**src/rtl/adv_pkg.sv**
```systemverilog
// Shared types and constants for the adventure-game command generator.
// Direction vectors are ordered {N,S,E,W}.
package adv_pkg;

  typedef enum logic [2:0] {
    ST_IDLE,
    ST_ARMED,
    ST_FIRE,
    ST_RELEASE,
    ST_GAMEOVER
  } cmd_state_t;

  localparam int DIR_N = 3;
  localparam int DIR_S = 2;
  localparam int DIR_E = 1;
  localparam int DIR_W = 0;

  typedef logic [3:0] dir_vec_t;

  localparam logic [7:0] MOVE_CNT_MAX = 8'd255;

  function automatic logic is_onehot(dir_vec_t vec);
    return (vec != 4'd0) && ((vec & (vec - 4'd1)) == 4'd0);
  endfunction

endpackage

```
**src/rtl/adv_cmd_gen_btn_sync.sv**
```systemverilog
// Multi-stage synchronizer for the four raw direction buttons.
// Pure flop chain with asynchronous active-low reset.
module btn_sync #(
  parameter int SYNC_STAGES = 2
) (
  input  logic       clk,
  input  logic       reset_n,
  input  logic [3:0] din,
  output logic [3:0] dout
);

  logic [3:0] q [SYNC_STAGES];

  always_ff @(posedge clk or negedge reset_n) begin
    if (!reset_n) begin
      for (int i = 0; i < SYNC_STAGES; i++) begin
        q[i] <= 4'd0;
      end
    end else begin
      q[0] <= din;
      for (int i = 1; i < SYNC_STAGES; i++) begin
        q[i] <= q[i-1];
      end
    end
  end

  assign dout = q[SYNC_STAGES-1];

endmodule

```
**src/rtl/adv_cmd_gen.sv**
```systemverilog
// Debounced single-press direction pulse generator with sword tracking
// and a win/death freeze for the adventure-game room state machine.
module adv_cmd_gen #(
  parameter int SYNC_STAGES     = 2,
  parameter int DEBOUNCE_CYCLES = 4
) (
  input  logic       clk,
  input  logic       reset_n,
  input  logic       btn_n,
  input  logic       btn_s,
  input  logic       btn_e,
  input  logic       btn_w,
  input  logic       sw,
  input  logic       win,
  input  logic       d,
  output logic       n,
  output logic       s,
  output logic       e,
  output logic       w,
  output logic       v,
  output logic [7:0] move_cnt,
  output logic       game_over
);

  import adv_pkg::*;

  localparam int CW = $clog2(DEBOUNCE_CYCLES + 1);
  localparam logic [CW-1:0] DEB = CW'(DEBOUNCE_CYCLES);
  localparam logic [CW-1:0] ONE = CW'(1);

  dir_vec_t   raw;
  dir_vec_t   bv;
  dir_vec_t   cand;
  dir_vec_t   cand_nx;
  cmd_state_t state;
  cmd_state_t state_nx;
  logic [CW-1:0] cnt;
  logic [CW-1:0] cnt_nx;
  logic       fire;

  assign raw = {btn_n, btn_s, btn_e, btn_w};

  btn_sync #(
    .SYNC_STAGES(SYNC_STAGES)
  ) u_sync (
    .clk    (clk),
    .reset_n(reset_n),
    .din    (raw),
    .dout   (bv)
  );

  always_ff @(posedge clk or negedge reset_n) begin
    if (!reset_n) begin
      state <= ST_IDLE;
      cand  <= 4'd0;
      cnt   <= '0;
    end else begin
      state <= state_nx;
      cand  <= cand_nx;
      cnt   <= cnt_nx;
    end
  end

  always_comb begin
    state_nx = state;
    cand_nx  = cand;
    cnt_nx   = cnt;
    unique case (state)
      ST_IDLE: begin
        if (is_onehot(bv)) begin
          cand_nx  = bv;
          cnt_nx   = ONE;
          state_nx = ST_ARMED;
        end
      end
      ST_ARMED: begin
        if (bv == cand) begin
          if (cnt >= DEB) begin
            state_nx = ST_FIRE;
            cnt_nx   = '0;
          end else begin
            cnt_nx = cnt + ONE;
          end
        end else begin
          state_nx = ST_IDLE;
          cnt_nx   = '0;
        end
      end
      ST_FIRE: begin
        state_nx = ST_RELEASE;
        cnt_nx   = '0;
      end
      ST_RELEASE: begin
        if (bv != 4'd0) begin
          cnt_nx = '0;
        end else if (cnt == DEB - ONE) begin
          state_nx = ST_IDLE;
          cnt_nx   = '0;
        end else begin
          cnt_nx = cnt + ONE;
        end
      end
      ST_GAMEOVER: begin
        state_nx = ST_GAMEOVER;
      end
      default: begin
        state_nx = ST_IDLE;
        cnt_nx   = '0;
      end
    endcase
    // win/death overrides every other transition
    if (win | d) begin
      state_nx = ST_GAMEOVER;
    end
  end

  assign fire = (state == ST_FIRE);

  always_ff @(posedge clk or negedge reset_n) begin
    if (!reset_n) begin
      move_cnt <= 8'd0;
    end else if (fire && move_cnt != MOVE_CNT_MAX) begin
      move_cnt <= move_cnt + 8'd1;
    end
  end

  always_ff @(posedge clk or negedge reset_n) begin
    if (!reset_n) begin
      v <= 1'b0;
    end else if (sw && state != ST_GAMEOVER) begin
      v <= 1'b1;
    end
  end

  assign n         = fire & cand[DIR_N];
  assign s         = fire & cand[DIR_S];
  assign e         = fire & cand[DIR_E];
  assign w         = fire & cand[DIR_W];
  assign game_over = (state == ST_GAMEOVER);

endmodule

```
**config.mk**
```make
export PLATFORM = sky130hd
export DESIGN_NAME = adv_cmd_gen
export DESIGN_NICKNAME = d
export VERILOG_FILES = /design/src/rtl/adv_pkg.sv /design/src/rtl/adv_cmd_gen_btn_sync.sv /design/src/rtl/adv_cmd_gen.sv
export SDC_FILE = /design/constraint.sdc
export NUM_CORES = 1
export LEC_CHECK = 0
export BUFFER_PORTS_ARGS = -buffer_cell sky130_fd_sc_hd__clkbuf_2
export CAP_MARGIN = 25
export CORE_ASPECT_RATIO = 1.5
export CORE_MARGIN = 2
export CORE_UTILIZATION = 45
export CTS_BUF_LIST = sky130_fd_sc_hd__clkbuf_16
export DETAILED_ROUTE_END_ITERATION = 6
export PLACE_DENSITY = 0.71
export RECOVER_POWER = 25
export SETUP_SLACK_MARGIN = 0.2
export SYNTH_ARGS = -nofsm -noshare
export SYNTH_HDL_FRONTEND = slang
export SYNTH_SLANG_ARGS = --single-unit
```
**constraint.sdc**
```tcl
create_clock -name clk -period 1.7 [get_ports clk]
set_input_delay 0.34 -clock clk [delete_from_list [all_inputs] [get_ports clk]]
set_output_delay 0.34 -clock clk [all_outputs]
set_load 0.01 [all_outputs]
```
==> flow_summary.json, run 1 <==
{
  "cp-start-kind": "register",
  "regToRegSetupSlack_ps": -60,
  "cp_slowest_cell": "or4_4",
  "grt_use_met3": 0.0241,
  "critPathArrivalTime_ps": 1940,
  "ff2ff_path_depth": 4,
  "dp_slack_ps": -49.0,
  "clock_path_buffers": 2,
  "cts_tree": "yes",
  "top_usage_layer": "met2",
  "io_pins": 23,
  "die_w_um": 46.4,
  "die_area_um2": 3140,
  "die_y_um": 67.6,
  "synth_compound_area_frac": 0.110,
  "utilization": 0.658,
  "hold_viol_final": 0,
  "path_cells": "or4_4, or4_4, o32a_1, o211ai_2",
  "drt_pass1_iterations": 4,
  "r2r-end": "cnt[0]",
  "cp.required_ps": 1880,
  "drive_gt1_frac": 0.486,
  "synth_top_family_by_area": "simple AND/OR/NAND/NOR gates",
  "ys_types": 32,
  "netlist_instances": 105,
  "maxSlewViolCount": 0,
  "antenna_found_initial": 0,
  "grt_max_degree": 28,
  "leakage_nw": 0.822,
  "dr_total_vias": 948,
  "max_freq_mhz": 567,
  "grt_pass1_vias": 953,
  "detail-route-antenna-nets": 0,
  "irDropWorstVdd_mv": 0.574,
  "use_met1": 0.193,
  "synthAdderAreaFrac": 0.0206,
  "cp-endpoint": "cnt[0]",
  "fin_crit_ps": 1760,
  "synth_fp_nets": 116,
  "powerDensity_nw_per_um2": 720,
  "regArea_um2": 679,
  "cts_buffers": 3,
  "rsz0062_at_grt": "yes",
  "diodes": 0,
  "cts-root-buf": "clkbuf_16",
  "seq_area_frac_synth": 0.556,
  "worstPathMaxFanout": 2,
  "status": "complete, but fails checks",
  "ys_seq_elements": 27,
  "cap_violations": 0,
  "crit_path_end_kind": "register",
  "drc": 0,
  "fillCellCount": 205,
  "multi_input_area_um2": 618,
  "setup_violations": 3,
  "synth-xor-area-share": 0.0865,
  "nNetsFinal": 160,
  "grt-ovfl-total": 0,
  "synth_area_um2": 1210,
  "use_met2": 0.332,
  "place_hpwl_um": 1740,
  "gp_congestion": 0.822,
  "worstReg2RegStart": "u_sync.dout[0]",
  "yosysWarnings": 0,
  "max_stage_delay_ps": 530,
  "syn2layout_area_growth_pct": 41.9,
  "violations": "negative setup slack",
  "yosys.area_share.simple": 0.171,
  "path_common_cell": "or4_4",
  "ctsHtreeMaxLevel": 1,
  "insertion_delay_ps": 250,
  "clk_pin_slew_ps": 60,
  "clock-sinks": 27,
  "vias_per_cell": 5.12,
  "core-area_um2": 2620,
  "fin_worst_skew_ps": 2.09,
  "wl_um": 2580,
  "crit_start": "u_sync.dout[0]",
  "max_slew_margin": 0.0603,
  "initial_core_util": 0.464,
  "hp-class": "input pin to register",
  "wl_per_cell_um": 14.0,
  "num_rows": 23,
  "worst-slew-pin-transition_ps": 1410,
  "drt_first_iter_violations": 6,
  "grt.total_usage": 0.181,
  "syn-mean-instance-area_um2": 11.6,
  "io_buffer_count": 22,
  "crit_type": "register to register",
  "synthMuxAreaShare": 0.0371,
  "worst_slack_ps": -62.9,
  "period_share": 1.04,
  "grt_pass1_wl_um": 4060
}
-- worst min-delay path by stage --
stage,from,to,slack [ps],cells after the start
after floorplan,reset_n,cand[0],40,0
after global placement,u_sync.q[6],u_sync.dout[2],330,0
after detailed placement,u_sync.q[5],u_sync.dout[1],340,0
after CTS,reset_n,cnt[2],130,1
after global routing,btn_e,u_sync.q[5],190,1
final,btn_w,u_sync.q[4],190,1
-- through the flow --
step | TNS (ps) | total power [mW] | hold slack, ps | area (um2) | std cells
CTS | -152 | 1.25 | 126 | 1590 | 180
detailed placement | -139 | 0.736 | 336 | 1450 | 173
finish | -125 | 1.24 | 188 | 1720 | 185
floorplan | -124 | 0.698 | 44.4 | 1230 | 105
global route | -403 | 1.29 | 188 | 1720 | 185
global placement | -21.6 | 0.734 | 331 | 1450 | 173
-- cell usage after synthesis, drive strengths merged --
| library cell | n | area, um2 |
|---|---|---|
| dfrtp | 27 | 676 |
| nand2 | 10 | 37.5 |
| xnor2 | 8 | 70.1 |
| inv | 6 | 22.5 |
| nor2 | 5 | 18.8 |
| and2 | 4 | 25.0 |
| mux2 | 4 | 45.0 |
| nor3 | 4 | 20.0 |
| xor2 | 4 | 35.0 |
| or4 | 3 | 33.8 |
| a211oi | 2 | 15.0 |
| a2bb2oi | 2 | 17.5 |
| and3 | 2 | 12.5 |
| ha | 2 | 25.0 |
| nand3 | 2 | 10.0 |
| nor4b | 2 | 17.5 |
| o21a | 2 | 15.0 |
| o22ai | 2 | 12.5 |
| o31ai | 2 | 15.0 |
| a21o | 1 | 7.51 |
| a21oi | 1 | 5.00 |
| nand2b | 1 | 6.26 |
| nand4 | 1 | 6.26 |
| nor2b | 1 | 6.26 |
| nor3b | 1 | 7.51 |
| o211a | 1 | 10.0 |
| o211ai | 1 | 12.5 |
| o21ai | 1 | 5.00 |
| o31a | 1 | 8.76 |
| o32a | 1 | 10.0 |
| or3 | 1 | 6.26 |
-- sequential cells by signal, summed over array words and instances, names as in the netlist --
register	cells
u_sync.dout	4
cnt	3
u_sync.q	4
state	3
move_cnt	8
cand	4
v	1
-- cell families (layout without fill, tap and decap cells) --
group                    after synthesis  after routing
AND/OR/NAND/NOR                       37             37
multiplexers                           4              4
adder cells (fa/ha/maj)                2              2
buffers and inverters                  6             49
flip-flops                            27             27
AO/OA/AOI/OAI                         17             17
XOR/XNOR                              12             12
-- critical path: cells and delay by family (launching register included) --
family / cells / cell delay (ps)
simple gates: 2 / 960
flops: 1 / 380
compound gates: 2 / 350
-- placed cells by master, fill, tap and decap left out, drive strengths merged, types with 2 or more instances in the layout --
cell type   n
a211oi      2
a2bb2oi     2
and2        4
and3        2
buf        22
clkbuf     20
dfrtp      27
ha          2
inv         7
mux2        4
nand2      10
nand3       2
nor2        5
nor3        4
nor4b       2
o21a        2
o22ai       2
o31ai       2
or4         3
xnor2       8
xor2        4
-- metal layers --
metal / up-vias / wire (um)
met5: - / 0
met4: 0 / 51
met2: 18 / 1510
li1: 453 / -
met3: 6 / 76
met1: 471 / 944
-- report_power, final --
part | internal [mW] | switching [mW] | total [mW]
sequential | 0.656 | 0.00926 | 0.665
clock | 0.314 | 0.194 | 0.508
combinational | 0.0316 | 0.0355 | 0.0670
-- final cells by class --
class | count | area share
repair buffers | 39 | 0.162
well taps | 37 | 0.0269
clock buffers | 3 | 0.0435
inverters | 6 | 0.0131
clock inverters | 1 | 0.00218
multi-input cells | 72 | 0.358
flip-flops and latches | 27 | 0.394
-- repair_timing --
action | in CTS | in global routing
hold buffers | 0 | 0
cloned | 0 | 0
pin swaps | 4 | 10
buffers inserted | 3 | 5
gates resized for setup | 9 | 28
setup endpoints to repair | 15 | 22
Note: power is estimated with default switching activity, not from simulation.
==> run 2: changes to the inputs <==
--- a/config.mk
+++ b/config.mk
@@ -12,7 +12,7 @@
 export CORE_UTILIZATION = 45
 export CTS_BUF_LIST = sky130_fd_sc_hd__clkbuf_16
 export DETAILED_ROUTE_END_ITERATION = 6
-export PLACE_DENSITY = 0.71
+export PLACE_DENSITY = 0.7
 export RECOVER_POWER = 25
 export SETUP_SLACK_MARGIN = 0.2
 export SYNTH_ARGS = -nofsm -noshare
==> flow_summary.json, run 2 (same netlist as run 1, synthesis figures left out) <==
{
  "status": "complete, but fails checks",
  "violations": "negative setup slack",
  "crit_path_end_kind": "register",
  "top_register": "move_cnt",
  "hold_viol_final": 0,
  "hp-class": "input pin to register",
  "regToRegSetupSlack_ps": -50,
  "grt-ovfl-total": 0,
  "final_common_cell": "dfrtp_1",
  "maxSlewViolCount": 0,
  "dpl.cell_count": 175,
  "place_hpwl_um": 1660,
  "die_w_um": 46.4,
  "antenna_found_initial": 0,
  "core-area_um2": 2620,
  "cts-root-buf": "clkbuf_16",
  "powerDensity_nw_per_um2": 739,
  "die_y_um": 67.6,
  "diodes": 0,
  "vias_per_cell": 5.13,
  "die_area_um2": 3140,
  "leakage_nw": 0.809,
  "max_slew_margin": 0.0875,
  "drive_gt1_frac": 0.449,
  "clock-sinks": 27,
  "fin_crit_ps": 1750,
  "period_share": 1.03,
  "setup_violations": 2,
  "num_rows": 23,
  "dpl_cell_area_um2": 1470,
  "worstPathMaxFanout": 2,
  "grt.total_usage": 0.176,
  "worst_slack_ps": -49.6,
  "wl_um": 2420,
  "max_freq_mhz": 572,
  "postCtsHoldBufs": 0,
  "utilization": 0.650,
  "cts_buffers": 3,
  "postLayoutCellArea_um2": 1700,
  "initial_core_util": 0.464,
  "path_buf_inv": 0,
  "cap_violations": 0,
  "io_pins": 23,
  "cp_slowest_cell": "or4_4",
  "io_buffer_count": 22,
  "cts_tree": "yes",
  "nNetsFinal": 159,
  "cp.required_ps": 1880,
  "irDropWorstVdd_mv": 0.751,
  "gp_congestion": 0.896,
  "dr_total_vias": 944,
  "worst-slew-pin-transition_ps": 1370,
  "max_stage_delay_ps": 530,
  "wl_per_cell_um": 13.1,
  "drt_pass1_iterations": 4,
  "syn2layout_area_growth_pct": 40.2,
  "dp_slack_ps": -41.3,
  "largest_reg_flops": 8,
  "insertion_delay_ps": 260,
  "path_common_cell": "or4_4",
  "finalNonFillerCells": 184,
  "detail-route-antenna-nets": 0,
  "clock_path_buffers": 2,
  "grt_max_degree": 28,
  "grt_pass1_wl_um": 3930,
  "ctsHtreeMaxLevel": 1,
  "path_cells": "or4_4, or4_4, o32a_1, o211ai_2",
  "critPathArrivalTime_ps": 1930,
  "grt_pass1_vias": 930,
  "cp-start-kind": "register",
  "timing.setup.tns_ps": -84.9,
  "rsz0062_at_grt": "yes",
  "mostFrequentLayoutCells": "dfrtp_1, clkbuf_2, buf_4",
  "clk_pin_slew_ps": 60,
  "crit_type": "register to register",
  "drc": 0,
  "drt_first_iter_violations": 18,
  "crit_family": "simple AND/OR/NAND/NOR gates",
  "fin_worst_skew_ps": 0.981
}
run 2: metrics by stage:
stage | power, mW | hold WS [ps]
floorplan | 0.698 | 44.4
global placement | 0.736 | 333
detailed placement | 0.738 | 335
CTS | 1.27 | 119
global route | 1.30 | 176
finish | 1.26 | 187
run 2: worst paths after layout:
kind                           startpoint        endpoint  cells after the start
setup / recovery           u_sync.dout[0]          cnt[0]                      4
hold / removal                      btn_s     u_sync.q[6]                      1
setup reg to reg           u_sync.dout[0]          cnt[0]                      4
hold reg to reg               u_sync.q[6]  u_sync.dout[2]                      0
max in group asynchronous         reset_n        state[2]                      1
min in group asynchronous         reset_n         cand[1]                      1
run 2: repair_timing:
action / in CTS / in global routing
buffers inserted: 1 / 4
gates cloned: 0 / 0
resized for setup: 20 / 8
setup endpoints to repair: 16 / 20
pin swaps: 4 / 6
run 2: report_power, final:
group          switching (mW)  internal, mW  leakage, nW
logic                  0.0406        0.0401        0.416
registers             0.00748         0.656        0.350
clock network           0.200         0.314       0.0423
run 2: cell type report:
type	count	area, um2
Clock buffer	3	75.1
Clock inverter	1	3.75
Fill cell	190	916
Inverter	6	22.5
Multi-Input combinational cell	72	629
Sequential cell	27	678
Tap cell	37	46.3
Timing Repair Buffer	38	248
run 2: routing by layer:
layer  wire [um]  up-vias  GRT usage
met3          72        7     0.0321
li1            -      457          -
met2        1340       19      0.307
met1         952      461      0.196
met4          54        0     0.0857
met5           0        -          0
run 2: worst register-to-register path: stages, from the launching register on:
cell and delay (ps):
dfrtp_1 380, or4_4 530, or4_4 430, o32a_1 200, o211ai_2 130
==> run 3: changes to the inputs <==
--- a/config.mk
+++ b/config.mk
@@ -9,10 +9,10 @@
 export CAP_MARGIN = 25
 export CORE_ASPECT_RATIO = 1.5
 export CORE_MARGIN = 2
-export CORE_UTILIZATION = 45
+export CORE_UTILIZATION = 48
 export CTS_BUF_LIST = sky130_fd_sc_hd__clkbuf_16
 export DETAILED_ROUTE_END_ITERATION = 6
-export PLACE_DENSITY = 0.7
+export PLACE_DENSITY = 0.73
 export RECOVER_POWER = 25
 export SETUP_SLACK_MARGIN = 0.2
 export SYNTH_ARGS = -nofsm -noshare
==> flow_summary.json, run 3 (same netlist as run 1, synthesis figures left out) <==
{
  "max_slew_margin": 0.0373,
  "critPathArrivalTime_ps": 1960,
  "ctsHtreeMaxLevel": 1,
  "nNetsFinal": 162,
  "clk_pin_slew_ps": 60,
  "cp-start-kind": "register",
  "grt.total_usage": 0.213,
  "leakage_nw": 0.842,
  "dp_slack_ps": -57.9,
  "setup_violations": 8,
  "fin_crit_ps": 1780,
  "maxSlewViolCount": 0,
  "diodes": 0,
  "worstReg2RegStart": "u_sync.dout[0]",
  "postCtsHoldBufs": 0,
  "cts_tree": "yes",
  "grt_pass1_vias": 1029,
  "insertion_delay_ps": 260,
  "fillCellCount": 166,
  "clock-sinks": 27,
  "worst-slew-pin-transition_ps": 1440,
  "max_freq_mhz": 563,
  "syn2layout_area_growth_pct": 46.2,
  "top_register": "move_cnt",
  "hp-class": "input pin to register",
  "fin_worst_skew_ps": 1.68,
  "grt_pass1_wl_um": 4600,
  "largest_reg_flops": 8,
  "drt_first_iter_violations": 13,
  "hold_viol_final": 0,
  "cap_violations": 0,
  "rsz0062_at_grt": "yes",
  "worst_slack_ps": -76.4,
  "dr_total_vias": 983,
  "grt_max_degree": 28,
  "clock_path_buffers": 2,
  "vias_per_cell": 5.65,
  "crit_start": "u_sync.dout[0]",
  "die_w_um": 45.1,
  "worstPathMaxFanout": 2,
  "io_pins": 23,
  "powerDensity_nw_per_um2": 717,
  "utilization": 0.733,
  "crit_type": "register to register",
  "cts_buffers": 3,
  "grt-ovfl-total": 0,
  "regToRegSetupSlack_ps": -80,
  "gp_congestion": 0.966,
  "drc": 0,
  "period_share": 1.04,
  "io_buffer_count": 22,
  "detail-route-antenna-nets": 0,
  "cts-root-buf": "clkbuf_16",
  "ff2ff_path_depth": 4,
  "num_rows": 22,
  "violations": "negative setup slack",
  "initial_core_util": 0.502,
  "core-area_um2": 2420,
  "status": "complete, but fails checks",
  "wl_um": 2870,
  "wl_per_cell_um": 16.5,
  "irDropWorstVdd_mv": 0.888,
  "die_y_um": 65.6,
  "die_area_um2": 2960,
  "cp.required_ps": 1880,
  "crit_path_end_kind": "register",
  "r2r-end": "cnt[0]",
  "drt_pass1_iterations": 4,
  "place_hpwl_um": 1800,
  "drive_gt1_frac": 0.507,
  "antenna_found_initial": 0,
  "mostFrequentLayoutCells": "dfrtp_1, clkbuf_2, buf_4",
  "cp-endpoint": "cnt[0]",
  "final_common_cell": "dfrtp_1"
}
==> run 3: report_power, final <==
| group | internal [mW] | switching [mW] | total [mW] |
|---|---|---|---|
| clock | 0.317 | 0.214 | 0.532 |
| sequential | 0.656 | 0.00712 | 0.663 |
| combinational | 0.0365 | 0.0427 | 0.0792 |
| total | 1.01 | 0.264 | 1.27 |
==> run 3: metal layers <==
| layer | vias up | global-route usage | routed length (um) |
|---|---|---|---|
| li1 | 462 | - | - |
| met1 | 480 | 0.236 | 1090 |
| met2 | 29 | 0.371 | 1600 |
| met3 | 12 | 0.0412 | 92 |
| met4 | 0 | 0.103 | 85 |
| met5 | - | 0 | 0 |
==> run 3: worst min path at each step <==
stage	depth (start not counted)	slack, ps	from	end
CTS	1	130	reset_n	cand[0]
global route	1	180	btn_s	u_sync.q[6]
finish	1	180	btn_e	u_sync.q[5]
global placement	0	330	u_sync.q[7]	u_sync.dout[3]
detailed placement	0	330	u_sync.q[6]	u_sync.dout[2]
floorplan	0	40	reset_n	cand[0]
==> run 3: area by class of cell <==
| cell class | count | area [um2] | share of cell area |
|---|---|---|---|
| Sequential cell | 27 | 679 | 0.382 |
| Multi-Input combinational cell | 72 | 662 | 0.373 |
| Timing Repair Buffer | 41 | 303 | 0.170 |
| Clock buffer | 3 | 75.1 | 0.0423 |
| Tap cell | 24 | 30.0 | 0.0169 |
| Inverter | 6 | 22.5 | 0.0127 |
| Clock inverter | 1 | 5.00 | 0.00282 |
==> run 3: through the flow <==
step | cell area (um2) | TNS (ps) | hold WS (ps) | cells | power [mW]
after floorplan | 1230 | -124 | 44.4 | 105 | 0.698
after global placement | 1450 | -8.91 | 331 | 162 | 0.736
after detailed placement | 1450 | -103 | 335 | 162 | 0.740
after CTS | 1660 | -154 | 128 | 172 | 1.28
after global routing | 1780 | -574 | 179 | 174 | 1.30
final | 1780 | -281 | 182 | 174 | 1.27
==> run 3: timing repair <==
action | in CTS | in global routing
resized for setup | 22 | 24
pin swaps | 4 | 13
setup endpoints to repair | 15 | 22
buffers inserted | 6 | 2
hold endpoints to repair | 0 | 0
==> run 3: worst max-delay path, stage by stage (launching register included) <==
cell and delay [ps]:
dfrtp_1 380, or4_4 540, or4_4 430, o32a_1 200, o211ai_2 150
